`config.mk`:
```
export PLATFORM = sky130hd
export DESIGN_NAME = mux_arbiter_4
export DESIGN_NICKNAME = d
export VERILOG_FILES = /design/src/rtl/mux_arbiter_4.sv
export SDC_FILE = /design/constraint.sdc
export NUM_CORES = 1
export LEC_CHECK = 0
export ABC_CLOCK_PERIOD_IN_PS = 1500
export BUFFER_PORTS_ARGS = -buffer_cell sky130_fd_sc_hd__buf_2
export CAP_MARGIN = 20
export CELL_PAD_IN_SITES_DETAIL_PLACEMENT = 2
export CELL_PAD_IN_SITES_GLOBAL_PLACEMENT = 2
export CORE_MARGIN = 2
export CORE_UTILIZATION = 21
export CTS_CLUSTER_DIAMETER = 200
export DETAILED_ROUTE_END_ITERATION = 8
export PLACE_DENSITY = 0.78
export SLEW_MARGIN = 20
export SYNTH_ARGS = -nofsm -noshare
export SYNTH_HDL_FRONTEND = slang
export SYNTH_SLANG_ARGS = --single-unit
```
`constraint.sdc`:
```
create_clock -name clk -period 1.5 [get_ports clk]
set_input_delay 0.15 -clock clk [delete_from_list [all_inputs] [get_ports clk]]
set_output_delay 0.15 -clock clk [all_outputs]
set_load 0.1 [all_outputs]
```
`src/rtl/mux_arbiter_4.sv`:
```
// Four-requester round-robin arbiter driving a shared 4:1 data mux.
// Optional grant-tenure limit enabled by defining MUX_ARB_TIMEOUT_EN.
module mux_arbiter_4 #(
  parameter int unsigned W        = 8,
  parameter int unsigned MAX_HOLD = 8
) (
  input  logic           clk,
  input  logic           reset,
  input  logic [3:0]     req,
  input  logic [4*W-1:0] data_in,
  output logic [3:0]     grant,
  output logic [1:0]     sel,
  output logic [W-1:0]   data_out,
  output logic           valid
);

  typedef enum logic {IDLE, GRANT} state_t;

  state_t     state;
  logic [1:0] ptr;
  logic [3:0] others;
  logic [1:0] start;
  logic [1:0] nxt;
  logic       hit;
  logic       handoff;

  if (MAX_HOLD < 1) begin : g_bad_max_hold
    $error("mux_arbiter_4: MAX_HOLD must be at least 1");
  end

  // Returns {found, index} of the first set bit scanning from 'from' upward, mod 4.
  function automatic logic [2:0] pick(input logic [3:0] r, input logic [1:0] from);
    logic [2:0] res;
    logic [1:0] idx;
    res = '0;
    for (int unsigned k = 0; k < 4; k++) begin
      idx = from + 2'(k);
      if (!res[2] && r[idx]) res = {1'b1, idx};
    end
    return res;
  endfunction

`ifdef MUX_ARB_TIMEOUT_EN
  localparam int unsigned     CW   = (MAX_HOLD > 2) ? $clog2(MAX_HOLD) : 1;
  localparam logic [CW-1:0]   CMAX = CW'(MAX_HOLD - 1);
  logic [CW-1:0] cnt;
`endif

  // grant is zero in IDLE, so others==req there and one search serves both states.
  always_comb begin
    others     = req & ~grant;
    start      = (state == IDLE) ? ptr : sel + 2'd1;
    {hit, nxt} = pick(others, start);
    handoff    = !req[sel];
`ifdef MUX_ARB_TIMEOUT_EN
    handoff    = handoff || ((cnt == CMAX) && (|others));
`endif
  end

  always_ff @(posedge clk or posedge reset) begin
    if (reset) begin
      state <= IDLE;
      ptr   <= '0;
      sel   <= '0;
      grant <= '0;
      valid <= 1'b0;
    end else begin
      unique case (state)
        IDLE: begin
          if (hit) begin
            state <= GRANT;
            grant <= 4'b0001 << nxt;
            sel   <= nxt;
            valid <= 1'b1;
          end
        end
        GRANT: begin
          if (handoff) begin
            ptr <= sel + 2'd1;
            if (hit) begin
              grant <= 4'b0001 << nxt;
              sel   <= nxt;
            end else begin
              state <= IDLE;
              grant <= '0;
              valid <= 1'b0;
            end
          end
        end
        default: state <= IDLE;
      endcase
    end
  end

`ifdef MUX_ARB_TIMEOUT_EN
  always_ff @(posedge clk or posedge reset) begin
    if (reset) begin
      cnt <= '0;
    end else if (state == IDLE || handoff) begin
      cnt <= '0;
    end else if (cnt != CMAX) begin
      cnt <= cnt + 1'b1;
    end
  end
`endif

  always_comb begin
    data_out = '0;
    if (valid) data_out = data_in[sel*W +: W];
  end

endmodule

```
==> results.md <==
| Parameter | Value |
|:---|:---|
| Die footprint | 0.00476 mm2 |
| Number of max-slew violations in the final report | 0 |
| Unrepaired setup endpoints after global routing | true |
| Layout cells sized above 1 | 78.9% |
| First element of the critical path | sel[0] |
| Number of nets produced by synthesis | 126 |
| Slowest stage cell on the critical path | mux4_2 |
| Mapped cell area | 887 um2 |
| Average via count per standard cell | 4.89 |
| Final critical-path required period | 1830 ps |
| Ranking of synthesized cells by area | dfrtp_1 28%, mux4_2 23%, nand2_1 6.3%, and2_1 5.6%, o21ai_0 3.4% |
| Library cells used by synthesis | 31 |
| Hold/Removal Path Class | in -> async |
| Total number of yosys warnings | 0 |
| TritonCTS clock tree | done |
| Total DRC errors in the routed layout | 0 |
| Initial detailed-routing violation count | 13 |
| Core outline area | 0.00403 mm2 |
| Endpoints failing hold | 0 |
| Remaining number of nets flagged by the antenna check after routing | 0 |
| Number of setup violations in the final report | 18 |
| Max-slew headroom at the worst pin | 67.3% |
| Clk Tree Root Cell | clkbuf_8 |
| Peak clock frequency supported by timing | 0.548 GHz |
| Pin count of the biggest net entering global routing | 11 |
| Total number of vias | 1080 |
| Router iterations before antenna repair | 4 |
| Effective utilization at floorplan | 22.0% |
| Filler cell count in the final layout | 421 |
| Per-cell routed wire length | 19.8 um |
| Worst endpoint data arrival time | 1680 ps |
| Number of input and output port buffers inserted | 52 |
| Seq/Total Area, Yosys | 28.2% |
| Final WS setup | -325 ps |
| Number of antenna violations at the first check in global routing | 0 |
| Dominant cell type by area after synthesis | dfrtp_1 |
| Half-perimeter wire length after placement | 3.18 mm |
| Max Cap Viol | 0 |
| Growth of design area from synthesis to finish | 104% |
| Worst-Skew Late Latency | 240 ps |
| Routed wire length | 4.38 mm |
| Per-instance average area after synthesis | 10.1 um2 |
| Sort of element at the start of the critical path | flop |
| Number of levels in the clock H-tree | 1 |
| Required time of the critical path | 1350 ps |
| Vias in the first global route | 1269 |
| Number of enable-type register cells in the synthesized netlist | 0 |
| Worst Tran Pin Value | 494 ps |
| Most common cell in the netlist | nand2_1 |
| Standard-cell row count | 23 |
| Commonest cells post-synth | 15 x nand2_1, 10 x dfrtp_1, 9 x mux4_2, 8 x and2_1, 6 x o21ai_0 |
| Crit path kind | reg -> out |
| Top Ports | 53 |
| CP max FO | 8 |
| Placed cell count | 212 |
| Top-area cell type share of the netlist area | 28.2% |
| Violations in the final reports | negative setup slack |
| Total routing usage reported by global routing | 19.9% |
| Non-filler cells in the finished layout | 221 |
| Critical path capture point type | output port |
| Maximum clock skew at final layout | 4.67 ps |
| Number of nets at the end of the flow | 210 |
| Clock Path Buffers | 2 |
| Congestion Overflow GR | 0 |
| Final cycle utilization of the critical path | 122% |
| Reg-to-reg setup timing slack | -290 ps |
| First-pass GRT wire length | 6.65 mm |
| Run status | complete, but fails checks |
| Horizontal extent of the die | 69.0 um |
| Critical path cell sequence | buf_12 > mux4_2 > and2_4 > buf_12 |
| Primary flip-flop cell chosen by synthesis mapping | dfrtp_1 |
| CP peak stage delay | 500 ps |
| Vert. Die Dim | 69.0 um |
| Number of clock sinks seen by CTS | 10 |
| Most Frequent Cell on Critical Path | buf_12 |
| Number of CTS-inserted buffers | 3 |
| Last weighted congestion value of the routability-driven placer | 0.785 |
| Clock slew at the register clock pins of the worst setup and hold paths | 50 ps |
| Startpoint of the worst register-to-register path | sel[0] |
| Number of diodes | 0 |
| Synthesis-stage register bit count | 10 |
| Cell count after synthesis | 88 |
| Synth async-reset ratio | 100% |
registers in the layout, indices dropped and copies added (netlist names):
| register | flops |
|---|---|
| valid | 1 |
| grant | 4 |
| state | 1 |
| sel | 2 |
| ptr | 2 |
timing repair:
action	4_1_cts	5_1_grt
hold buffers	1	0
setup buffers	4	1
resized for setup	57	6
hold endpoints to repair	10	0
endpoints found under the setup margin	17	19
pin swaps	7	8
layer usage:
metal / wire length [um] / global-route usage, % / share of wire, % / vias to the layer above
met2: 2510 / 43.8 / 57 / 49
met1: 1550 / 18.4 / 35 / 534
li1: - / - / - / 495
met3: 311 / 4.22 / 7.1 / 2
met4: 10 / 2.21 / 0.23 / 0
met5: 0 / 0 / 0 / -
kinds of logic after synthesis:
kind of cell	count (synthesis)	synth area share [%]
simple gates	40	24.8
flops	10	28.2
xor+xnor	1	0.987
mux	9	22.8
compound gates	22	19.3
buf+inv	6	3.81
layout by cell type, fill, tap and decap left out, types with 3 or more instances in the layout:
cell type / count
nor2_1: 3
nand2_1: 13
buf_6: 4
mux4_2: 9
and2_4: 8
o21ai_1: 3
clkbuf_8: 4
buf_12: 11
buf_2: 42
o21ai_2: 3
dfrtp_4: 6
buf_4: 25
worst max-delay path: cells and delay by family (launching register included):
kind	cells	cell delay, ps
buf+inv	2	300
simple gates	1	180
flops	1	440
mux	1	500
metrics by stage:
step | hold slack [ps] | setup TNS [ps] | area, um2 | util (%) | setup slack (ps)
finish | 460 | -4640 | 1810 | 45.0 | -325
global route | 509 | -5630 | 1810 | 45.0 | -369
CTS | 468 | -4510 | 1780 | 44.2 | -328
detailed placement | 174 | -3360 | 1470 | 36.6 | -243
global placement | 150 | -2460 | 1470 | 36.6 | -187
floorplan | -9.77 | -5630 | 941 | - | -393
layout make-up:
class	instances	area, um2	area share, %
tap	50	62.6	3.45
timing repair buffer	83	673	37.2
clock buffer	4	55.1	3.04
inverter	2	7.51	0.414
multi-input combinational	72	738	40.7
sequential	10	275	15.2
path summary, 6_finish.rpt:
kind | endpoint | cells past startpoint
hold reg to reg | ptr[0] | 2
max in group asynchronous | grant[1] | 3
min in group clk | state | 5
setup / recovery | data_out[2] | 4
hold / removal | sel[0] | 3
setup reg to reg | grant[3] | 6
Power is left out: the tool's default activity adds up to more than one toggle a clock period on the data nets, which glitch-free logic cannot reach.
